## config.mk

```make
export PLATFORM = sky130hd
export DESIGN_NAME = div_seq_flat
export DESIGN_NICKNAME = d
export VERILOG_FILES = /design/src/rtl/arith_pkg.sv /design/src/rtl/div_seq_if.sv /design/src/rtl/div_step.sv /design/src/rtl/div_seq.sv /design/src/flat_wrapper.sv
export SDC_FILE = /design/constraint.sdc
export NUM_CORES = 1
export LEC_CHECK = 0
export ABC_AREA = 1
export ABC_CLOCK_PERIOD_IN_PS = 2600
export CAP_MARGIN = 20
export CORE_MARGIN = 2
export CORE_UTILIZATION = 49
export CTS_CLUSTER_SIZE = 10
export DETAILED_ROUTE_END_ITERATION = 10
export GPL_TIMING_DRIVEN = 0
export PLACE_DENSITY = 0.9
export SLEW_MARGIN = 0
export SYNTH_ARGS = -nofsm -noshare
export SYNTH_HDL_FRONTEND = slang
export SYNTH_SLANG_ARGS = --single-unit
```

## constraint.sdc

```tcl
create_clock -name clk -period 2.6 [get_ports clk]
set_clock_uncertainty 0.2 [all_clocks]
set_input_delay 0.39 -clock clk [delete_from_list [all_inputs] [get_ports clk]]
set_output_delay 0.39 -clock clk [all_outputs]
set_load 0.05 [all_outputs]
```

## src/rtl/arith_pkg.sv

```systemverilog
// Shared arithmetic-unit definitions: FSM state encoding and the
// iteration-counter width helper used by the sequential divider.
package arith_pkg;

  typedef enum logic [1:0] {
    ST_IDLE = 2'd0,
    ST_RUN  = 2'd1,
    ST_DONE = 2'd2
  } state_t;

  // Counter must be able to reach W itself, hence W+1 values.
  function automatic int cw_of(input int w);
    return $clog2(w + 1);
  endfunction

endpackage

```

## src/rtl/div_seq_if.sv

```systemverilog
// Load/run handshake and result bus of the sequential divider.
interface div_seq_if #(parameter int W = 4);
  import arith_pkg::*;

  localparam int CW = cw_of(W);

  logic          ld;
  logic [W-1:0]  a;
  logic [W-1:0]  b;
  logic [W-1:0]  rq;
  logic [W-1:0]  rr;
  logic [CW-1:0] q;
  logic          busy;
  logic          done;
  logic          dz;

  modport master (output ld, a, b, input rq, rr, q, busy, done, dz);
  modport slave  (input ld, a, b, output rq, rr, q, busy, done, dz);

endinterface

```

## src/rtl/div_step.sv

```systemverilog
// One restoring-division iteration: W+1-bit trial subtract of the divisor
// from the shifted partial remainder, yielding next remainder and quotient bit.
module div_step #(parameter int W = 4) (
  input  logic [W-1:0] rr,
  input  logic         msb,
  input  logic [W-1:0] divisor,
  output logic [W-1:0] rr_next,
  output logic         qbit
);

  logic [W:0] t;

  // A set top bit of the trial difference means the subtract underflowed.
  always_comb begin
    t       = {rr, msb} - {1'b0, divisor};
    qbit    = ~t[W];
    rr_next = qbit ? t[W-1:0] : {rr[W-2:0], msb};
  end

endmodule

```

## src/rtl/div_seq.sv

```systemverilog
// Sequential restoring divider: one quotient bit per clock, ld-driven
// load/run control, with divide-by-zero short-circuited straight to DONE.
module div_seq
  import arith_pkg::*;
#(parameter int W = 4) (
  input  logic       clk,
  input  logic       rst,
  div_seq_if.slave   bus
);

  localparam int CW = cw_of(W);

  state_t       state;
  logic [W-1:0] divisor;
  logic [W-1:0] rr_next;
  logic         qbit;

  div_step #(.W(W)) u_step (
    .rr      (bus.rr),
    .msb     (bus.rq[W-1]),
    .divisor (divisor),
    .rr_next (rr_next),
    .qbit    (qbit)
  );

  // ld wins in every state, so a new load mid-run simply discards the old work.
  always_ff @(posedge clk or negedge rst) begin
    if (!rst) begin
      state    <= ST_IDLE;
      divisor  <= '0;
      bus.rq   <= '0;
      bus.rr   <= '0;
      bus.q    <= '0;
      bus.busy <= 1'b0;
      bus.done <= 1'b0;
      bus.dz   <= 1'b0;
    end else if (bus.ld) begin
      bus.q <= '0;
      if (bus.b != '0) begin
        state    <= ST_RUN;
        divisor  <= bus.b;
        bus.rq   <= bus.a;
        bus.rr   <= '0;
        bus.dz   <= 1'b0;
        bus.busy <= 1'b1;
        bus.done <= 1'b0;
      end else begin
        state    <= ST_DONE;
        bus.rq   <= '1;
        bus.rr   <= bus.a;
        bus.dz   <= 1'b1;
        bus.busy <= 1'b0;
        bus.done <= 1'b1;
      end
    end else if (state == ST_RUN) begin
      bus.rr <= rr_next;
      bus.rq <= {bus.rq[W-2:0], qbit};
      bus.q  <= bus.q + CW'(1);
      if (bus.q == CW'(W-1)) begin
        state    <= ST_DONE;
        bus.busy <= 1'b0;
        bus.done <= 1'b1;
      end
    end
  end

endmodule

```

## src/flat_wrapper.sv

```systemverilog
// flat-port wrapper written by rule: the top's interface ports become plain ports
module div_seq_flat import arith_pkg::*;
#(parameter int W = 4)
  (clk, rst, bus_ld, bus_a, bus_b, bus_rq, bus_rr, bus_q, bus_busy, bus_done, bus_dz);
  div_seq_if #(.W(W)) bus_i ();
  input  logic clk;
  input  logic rst;
  input wire logic [$bits(bus_i.ld)-1:0] bus_ld;
  input wire logic [$bits(bus_i.a)-1:0] bus_a;
  input wire logic [$bits(bus_i.b)-1:0] bus_b;
  output wire logic [$bits(bus_i.rq)-1:0] bus_rq;
  output wire logic [$bits(bus_i.rr)-1:0] bus_rr;
  output wire logic [$bits(bus_i.q)-1:0] bus_q;
  output wire logic [$bits(bus_i.busy)-1:0] bus_busy;
  output wire logic [$bits(bus_i.done)-1:0] bus_done;
  output wire logic [$bits(bus_i.dz)-1:0] bus_dz;
  assign bus_i.ld = bus_ld;
  assign bus_i.a = bus_a;
  assign bus_i.b = bus_b;
  assign bus_rq = bus_i.rq;
  assign bus_rr = bus_i.rr;
  assign bus_q = bus_i.q;
  assign bus_busy = bus_i.busy;
  assign bus_done = bus_i.done;
  assign bus_dz = bus_i.dz;
  div_seq #(.W(W)) u_core (.clk(clk), .rst(rst), .bus(bus_i));
endmodule
```

==> results.json <==
{
  "outcome": "completed",
  "final_area_sq_um": 1370,
  "first_global_vias": 935,
  "grt_max_degree": 19,
  "ys_top_cells_by_area": "dfrtp_1, nand2_1, ha_1",
  "vias_per_cell": 5.15,
  "reg2regPathDepth": 11,
  "r2r_end": "u_core.bus.rr[0]$_DFFE_PN0P_",
  "finalHoldViolations": 0,
  "hold_slack_ns": 0.218,
  "rsz0062_at_grt": "no",
  "power.total_mw": 1.32,
  "wl_per_cell_microns": 13.0,
  "synth_top_family_by_area": "simple AND/OR/NAND/NOR gates",
  "worst_pin_slew_ns": 0.790,
  "antenna_found_initial": 0,
  "r2r_slack_ns": 0.54,
  "htreeDepth": 1,
  "ys_warn_count": 0,
  "clkTransAtPathRegs_ns": 0.10,
  "num_io_pins": 25,
  "yosysSeqAreaShare": 0.418,
  "area_delta_synth_final_pct": 26.6,
  "route.vias.total": 912,
  "netlist_area_sq_um": 1080,
  "yosysUniqueCellTypes": 25,
  "vdd_ir_drop_max_mv": 0.645,
  "synth_xor_area_frac": 0.00812,
  "io_buffers": 23,
  "synthMuxAreaShare": 0.00928,
  "avgSynthCellArea_sq_um": 8.70,
  "drv_slew": 0,
  "hpwl_microns": 1810,
  "yosys.area_share.simple": 0.241,
  "clockRootBuffer": "clkbuf_4",
  "dieArea_sq_um": 2590,
  "post_cts_buffers": 0,
  "crit_start": "u_core.bus.rq[3]$_DFFE_PN0P_",
  "antenna_left": 0,
  "place_congestion": 0.844,
  "clock_latency_ns": 0.29,
  "setup_tns_ns": 0,
  "drive_above_1_share": 0.147,
  "cp-endpoint": "bus_rq[3]",
  "synth_top_area_frac": 0.418,
  "dieWidth_microns": 50.9,
  "period_needed_ns": 2.15,
  "dpl_cell_area_sq_um": 1340,
  "rows": 16,
  "cp.required_ns": 2.01,
  "cts_resized": 0,
  "relSlewSlack": 0.472,
  "drv_cap": 0,
  "first_iter_violations": 18,
  "synth_compound_area_frac": 0.143,
  "grt.overflow.total": 0,
  "synthCells": 124,
  "core_area_sq_um": 2020,
  "hold_path.class": "primary input to flip-flop",
  "cp_data_arrival_time_ns": 1.56,
  "timing.rr.start": "u_core.bus.rq[3]$_DFFE_PN0P_",
  "setup_violations": 0,
  "cts_buffer_depth": 2,
  "die_h_microns": 50.9,
  "syn_nets": 142,
  "grt_usage": 0.207,
  "max_freq_mhz": 466,
  "min_period_over_period": 0.826,
  "endpoint_kind": "output port",
  "wl_microns": 2300,
  "power_density_nw_per_um2": 965,
  "nNetsFinal": 170,
  "diodes": 0,
  "initial_utilization": 0.533,
  "worstSetupStartpointType": "flip-flop",
  "synth_fa_ha_area_frac": 0.0882,
  "yosys.area.top_type": "dfrtp_1",
  "ys_ff_latch": 18,
  "cts_made_buffers": 3,
  "drc_errors": 0,
  "cp_max_fo": 2,
  "power.static_leakage_nw": 0.653,
  "crit_type": "flip-flop to output port",
  "grt_pass1_wl_microns": 4010,
  "firstDrtPassIters": 4,
  "cts_tree": "done",
  "cts-hold-fix-buffers": 0,
  "fillers": 167,
  "cts.sinks": 18
}
==> placed cells by master, fill, tap and decap left out <==
cell and count:
o22ai_1 5, nand4_1 1, a21oi_1 7, nand2_1 21, buf_4 3, nor2_2 1, xor2_1 1, clkbuf_4 3
nand3_1 6, nand3_2 5, a21oi_2 4, nand2_4 1, mux2i_1 1, buf_2 2, nand2_2 1, o21ai_0 7
or2_4 1, o21ai_1 2, inv_1 18, clkdlybuf4s50_1 23, nor2_1 8, nand3b_1 2, dfrtp_1 18, fa_1 1
ha_1 6, o21a_1 1, nand3_4 1
==> final cells by class <==
class,count,area [sq um],share of cell area
Clock buffer,3,22.5,0.0165
Buffer,5,32.5,0.0238
Timing Repair Buffer,23,230,0.169
Sequential cell,18,450,0.330
Inverter,18,67.6,0.0495
Multi-Input combinational cell,83,528,0.387
Tap cell,27,33.8,0.0247
==> cells by family after synthesis <==
logic type | Yosys count
muxes | 1
DFF | 18
AOI/OAI and AO/OA | 26
buffers and inverters | 23
and+or+nand+nor | 48
xor gates and xnor gates | 1
adders and majority gates | 7
==> state kept, by name, indices dropped and copies added, names as in the netlist <==
signal	count
u_core.bus.done	1
u_core.bus.dz	1
u_core.bus.q	3
u_core.bus.rq	4
u_core.bus.rr	4
u_core.divisor	4
u_core.state	1
==> layer usage <==
layer	track usage	vias to the layer above	wire length, microns
li1	-	459	-
met1	0.255	428	1050
met2	0.359	20	1140
met3	0.0322	5	79
met4	0.0811	0	38
met5	0	-	0
==> worst min path at each step <==
stage	start	to	cells after the start
2_1_floorplan	rst	u_core.bus.done$_DFFE_PN0P_	0
3_3_place_gp	u_core.bus.dz$_DFFE_PN0P_	u_core.bus.dz$_DFFE_PN0P_	1
3_5_place_dp	u_core.bus.dz$_DFFE_PN0P_	u_core.bus.dz$_DFFE_PN0P_	1
4_1_cts	bus_ld	u_core.bus.dz$_DFFE_PN0P_	2
5_1_grt	bus_ld	u_core.bus.dz$_DFFE_PN0P_	2
6_report	bus_ld	u_core.bus.dz$_DFFE_PN0P_	2
==> stage by stage <==
stage / setup WS, ns / instances / util
4_1_cts: 0.447 / 177 / 0.675
2_1_floorplan: 0.471 / 124 / -
3_3_place_gp: 0.617 / 174 / 0.664
5_1_grt: 0.408 / 177 / 0.675
3_5_place_dp: 0.542 / 174 / 0.664
6_report: 0.453 / 177 / 0.675
==> report_power, final <==
| part | switching, mW | internal (mW) |
|---|---|---|
| clock | 0.0843 | 0.0540 |
| combinational | 0.498 | 0.290 |
| sequential | 0.0542 | 0.336 |
| total | 0.637 | 0.681 |
==> Yosys cell counts, drive strengths merged <==
master,n
inv,18
a21oi,11
nand2,23
nand4,1
mux2i,1
nor2,9
o21a,1
nand3b,2
nand3,12
o22ai,5
xor2,1
or2,1
fa,1
o21ai,9
dfrtp,18
buf,5
ha,6
==> worst max-delay path, cell delays in order, from the launching register on <==
cell and delay, ns:
dfrtp_1 0.37, buf_4 0.11, clkdlybuf4s50_1 0.78
Note: power is estimated with default switching activity, not from simulation.
==> patch 1: new RTL, same flow settings <==
The 3 states of `state_t` get a one-hot encoding in 3 bits.
--- a/src/rtl/arith_pkg.sv
+++ b/src/rtl/arith_pkg.sv
@@ -3,8 +3,8 @@
 package arith_pkg;
 
-  typedef enum logic [1:0] {
-    ST_IDLE = 2'd0,
-    ST_RUN  = 2'd1,
-    ST_DONE = 2'd2
+  typedef enum logic [2:0] {
+    ST_IDLE = 3'b001,
+    ST_RUN  = 3'b010,
+    ST_DONE = 3'b100
   } state_t;
 
Function: same outputs for any inputs over 10 cycles, from zero or initial values and one cycle with rst low; not proved beyond that.
==> patch 1 against the original RTL <==
- routed wire length up 2.3%
- total power is 15% higher
- largest cell class unchanged
- sequential cell count up 1
- maximum frequency shrank 1.2%
- cell area increased by 7.0%
- area after synthesis up 8.2%
- die area up 7.6%
- setup slack got worse by 0.026 ns
==> patch 1: results (changes against the original RTL) <==
[clock_tree]
root_buffer=clkbuf_4  ; unchanged

[sta]
worst_pin_slew_ns=0.830  ; was 0.790 ns

[synthesis]
seq_area_frac_synth_pct=40.8  ; was 41.8%
yosys-top-cells-count=27 x inv_1, 23 x nand2_1, 18 x dfrtp_1  ; was 21 x nand2_1, 18 x dfrtp_1, 18 x inv_1
netlist_top_cells_area=dfrtp_1 39%, inv_1 8.7%, nand2_1 7.4%, ha_1 6.4%, nand3_1 5.1%  ; was dfrtp_1 42%, nand2_1 7.3%, ha_1 7.0%, inv_1 6.3%, nand3_2 4.6%
yosysUniqueCellTypes=28  ; was 25
synth_fp_nets=157  ; was 142
syn-instance-count=139  ; was 124

[critical_path]
crit_start=u_core.bus.rr[3]$_DFFE_PN0P_  ; was u_core.bus.rq[3]$_DFFE_PN0P_
cp_max_fo=4  ; was 2
cpPeakStageDelay_ns=0.83  ; was 0.78 ns
cp.arrival_ns=1.58  ; was 1.56 ns

[power_and_ir_drop]
p_int_mw=0.757  ; was 0.681 mW
p_leak_nw=0.721  ; was 0.653 nW
ir_worst_vdd_v=0.000668  ; was 0.000645 V

[global_route]
grt_start_max_net_pins=20  ; was 19
grt_usage_pct=20.5  ; was 20.7%
use_met1_pct=25.1  ; was 25.5%
grt_use_met2_pct=35.4  ; was 35.9%
gr-usage-met3_pct=1.71  ; was 3.22%
grt_pass1_wl_um=4200  ; was 4010 um
grt_pass1_vias=1044  ; was 935

[place]
portBuffers=23  ; unchanged
dp_hpwl_um=1880  ; was 1810 um
placed_area_um2=1430  ; was 1340 um^2
gp_congestion=0.840  ; was 0.844
pre_cts_slack_ns=0.603  ; was 0.542 ns

[cells_and_area]
drive_gt1_share_pct=13.3  ; was 14.7%
n_fill_cell=186  ; was 167
fin_util_pct=65.4  ; was 67.5%
fin_nets=185  ; was 170

[routing]
vias_per_cell=5.11  ; was 5.15
vias=992  ; was 912

[run_status]
outcome=complete, no violations  ; unchanged

==> patch 1: layer usage <==
| layer | routed length [um] | share of wire, % |
|---|---|---|
| met5 | 0 | 0 |
| met2 | 1160 | 49 |
| met1 | 1030 | 44 |
| met4 | 58 | 2.5 |
| met3 | 102 | 4.3 |
==> patch 1: worst paths after layout <==
kind / slack, ns / endpoint / cells past startpoint
setup / recovery: 0.43 / bus_rr[3] / 1
hold / removal: 0.20 / u_core.bus.dz$_DFFE_PN0P_ / 3
setup reg to reg: 0.58 / u_core.bus.rr[2]$_DFFE_PN0P_ / 11
hold reg to reg: 0.31 / u_core.divisor[0]$_DFFE_PN0P_ / 2
max in group asynchronous: 1.34 / u_core.bus.rq[1]$_DFFE_PN0P_ / 1
min in group asynchronous: 0.35 / u_core.bus.rr[2]$_DFFE_PN0P_ / 1
==> patch 1: cell families after synthesis <==
family,count (synthesis),share of synthesized area (%)
flops,19,40.8
buf+inv,31,12.2
compound gates,24,11.8
fa+ha+maj,7,8.15
simple gates,57,26.3
xor+xnor,1,0.750
==> patch 1: area by class of cell <==
cell class / instances / area (um^2) / share of cell area (%)
Clock inverter: 1 / 5.00 / 0.343
Inverter: 28 / 113 / 7.71
Buffer: 3 / 30.0 / 2.06
Clock buffer: 3 / 22.5 / 1.54
Sequential cell: 19 / 477 / 32.6
Tap cell: 28 / 35.0 / 2.40
Multi-Input combinational cell: 89 / 548 / 37.5
Timing Repair Buffer: 23 / 230 / 15.8
==> patch 1: power groups by stage <==
stage	combinational [mW]	sequential, mW	clock [mW]
2_1_floorplan	0.466	0.650	0
5_1_grt	1.03	0.441	0.166
3_5_place_dp	0.931	0.440	0
4_1_cts	0.936	0.433	0.153
6_report	0.931	0.432	0.154
3_3_place_gp	0.905	0.431	0
==> patch 2: new RTL, same settings <==
Made on the original files. `W` is set to 4 in 4 places; all go to 5.
--- a/src/rtl/div_seq_if.sv
+++ b/src/rtl/div_seq_if.sv
@@ -1,4 +1,4 @@
 // Load/run handshake and result bus of the sequential divider.
-interface div_seq_if #(parameter int W = 4);
+interface div_seq_if #(parameter int W = 5);
   import arith_pkg::*;
 
--- a/src/rtl/div_step.sv
+++ b/src/rtl/div_step.sv
@@ -1,5 +1,5 @@
 // One restoring-division iteration: W+1-bit trial subtract of the divisor
 // from the shifted partial remainder, yielding next remainder and quotient bit.
-module div_step #(parameter int W = 4) (
+module div_step #(parameter int W = 5) (
   input  logic [W-1:0] rr,
   input  logic         msb,
--- a/src/rtl/div_seq.sv
+++ b/src/rtl/div_seq.sv
@@ -3,5 +3,5 @@
 module div_seq
   import arith_pkg::*;
-#(parameter int W = 4) (
+#(parameter int W = 5) (
   input  logic       clk,
   input  logic       rst,
--- a/src/flat_wrapper.sv
+++ b/src/flat_wrapper.sv
@@ -1,5 +1,5 @@
 // flat-port wrapper written by rule: the top's interface ports become plain ports
 module div_seq_flat import arith_pkg::*;
-#(parameter int W = 4)
+#(parameter int W = 5)
   (clk, rst, bus_ld, bus_a, bus_b, bus_rq, bus_rr, bus_q, bus_busy, bus_done, bus_dz);
   div_seq_if #(.W(W)) bus_i ();
Ports: changed (resized bus_a, bus_b, bus_rq and bus_rr); port bits go from 25 to 29. The function was not compared with the original's and may differ.
==> patch 2 against the original RTL <==
- cell area increased by 19%
- maximum frequency is 3.0% lower
- sequential cell count grew 3
- routed wire length increased by 26%
- count of clock-buffer cells in the layout unchanged
- area after synthesis up 18%
- total power increased by 25%
- setup slack worse by 0.067 ns
- via count up 32%
- critical path depth decreased by 1
- register-to-register slack improved by 0.07 ns
- sequential share of layout area decreased by 0.59 points
- critical endpoint is now bus_rr[0]
- largest power group unchanged
==> patch 2: results (changes against the original RTL) <==
[critical_path]
crit_start=u_core.bus.rr[0]$_DFFE_PN0P_  ; was u_core.bus.rq[3]$_DFFE_PN0P_
endpoint=bus_rr[0]  ; was bus_rq[3]
cpPeakStageDelay_ns=0.84  ; was 0.78 ns
worstReg2RegStart=u_core.bus.rr[2]$_DFFE_PN0P_  ; was u_core.bus.rq[3]$_DFFE_PN0P_
reg2reg_slack_ns=0.61  ; was 0.54 ns
cp_max_fo=5  ; was 2

[routing]
vias_per_cell=5.38  ; was 5.15
wire_per_inst_um=13.0  ; about the same
drt-total-wl_um=2900  ; was 2300 um

[sta]
relSlewSlack_pct=36.7  ; was 47.2%
fin_crit_sh_pct=85.2  ; was 82.6%

[global_route]
grt_start_max_net_pins=22  ; was 19
grt_usage_pct=22.2  ; was 20.7%
grt_pass1_wl_um=4760  ; was 4010 um

[power_and_ir_drop]
ir_worst_vdd_v=0.000819  ; was 0.000645 V
p_leak_nw=0.782  ; was 0.653 nW

[clock_tree]
insertion_delay_ns=0.32  ; was 0.29 ns
clkTransAtPathRegs_ns=0.13  ; was 0.10 ns

[place]
gp_congestion=0.828  ; was 0.844
portBuffers=28  ; was 23
pre_cts_slack_ns=0.581  ; was 0.542 ns

[cells_and_area]
reg_top3=u_core.bus.rq x5, u_core.bus.rr x5, u_core.divisor x5  ; was u_core.bus.rq x4, u_core.bus.rr x4, u_core.divisor x4
drive_gt1_share_pct=10.4  ; was 14.7%
n_fill_cell=229  ; was 167

[synthesis]
synth_fp_nets=182  ; was 142
avgSynthCellArea_um2=7.93  ; was 8.70 um^2
seq_area_frac_synth_pct=41.2  ; was 41.8%

[hold_path]
hp-class=flop to flop  ; was input port to flop

[run_status]
outcome=complete, no violations  ; unchanged

-- patch 2: cell count changes after synthesis, sizes merged, moves of 4 or more --
cell   change
nand2     +13
o22ai      -4
a21oi      +4
inv        +6
nand3      +9
-- patch 2: area by class of cell --
cell class,instances,area (um^2),area share [%]
clock inverters,1,5.00,0.309
well taps,30,37.5,2.31
inverters,24,90.1,5.56
repair buffers,28,280,17.3
plain buffers,5,25.0,1.54
flip-flops and latches,21,526,32.4
clock buffers,3,22.5,1.39
multi-input cells,111,636,39.2
-- patch 2: kinds of logic (layout without fill, tap and decap cells) --
| family | Yosys count | in the layout | share of synthesized area, % |
|---|---|---|---|
| compound gates | 30 | 30 | 14.3 |
| flops | 21 | 21 | 41.2 |
| fa+ha+maj | 8 | 8 | 8.43 |
| buf+inv | 29 | 61 | 9.02 |
| xor+xnor | 1 | 1 | 0.686 |
| simple gates | 72 | 72 | 26.4 |
-- patch 2: worst min-delay path by stage --
stage	endpoint	slack [ns]	cells past startpoint
after CTS	u_core.divisor[4]$_DFFE_PN0P_	0.29	2
after detailed placement	u_core.divisor[4]$_DFFE_PN0P_	0.26	2
after global routing	u_core.divisor[2]$_DFFE_PN0P_	0.32	2
final	u_core.divisor[4]$_DFFE_PN0P_	0.29	2
after floorplan	u_core.bus.busy$_DFFE_PN0P_	-0.11	0
after global placement	u_core.divisor[3]$_DFFE_PN0P_	0.26	2
-- patch 2: metal layers --
layer  part of all wire [%]  routed length (um)  GRT usage, %
met1                     43                1260          25.1
met2                     51                1470          41.1
met3                    4.0                 116          3.49
met4                    1.6                  46          9.35
met5                      0                   0             0
-- patch 2: report_power, final --
group          internal (mW)  switching [mW]  total, mW
Clock                 0.0576           0.102      0.160
Sequential             0.400          0.0819      0.482
Combinational          0.368           0.642       1.01
Total                  0.825           0.827       1.65
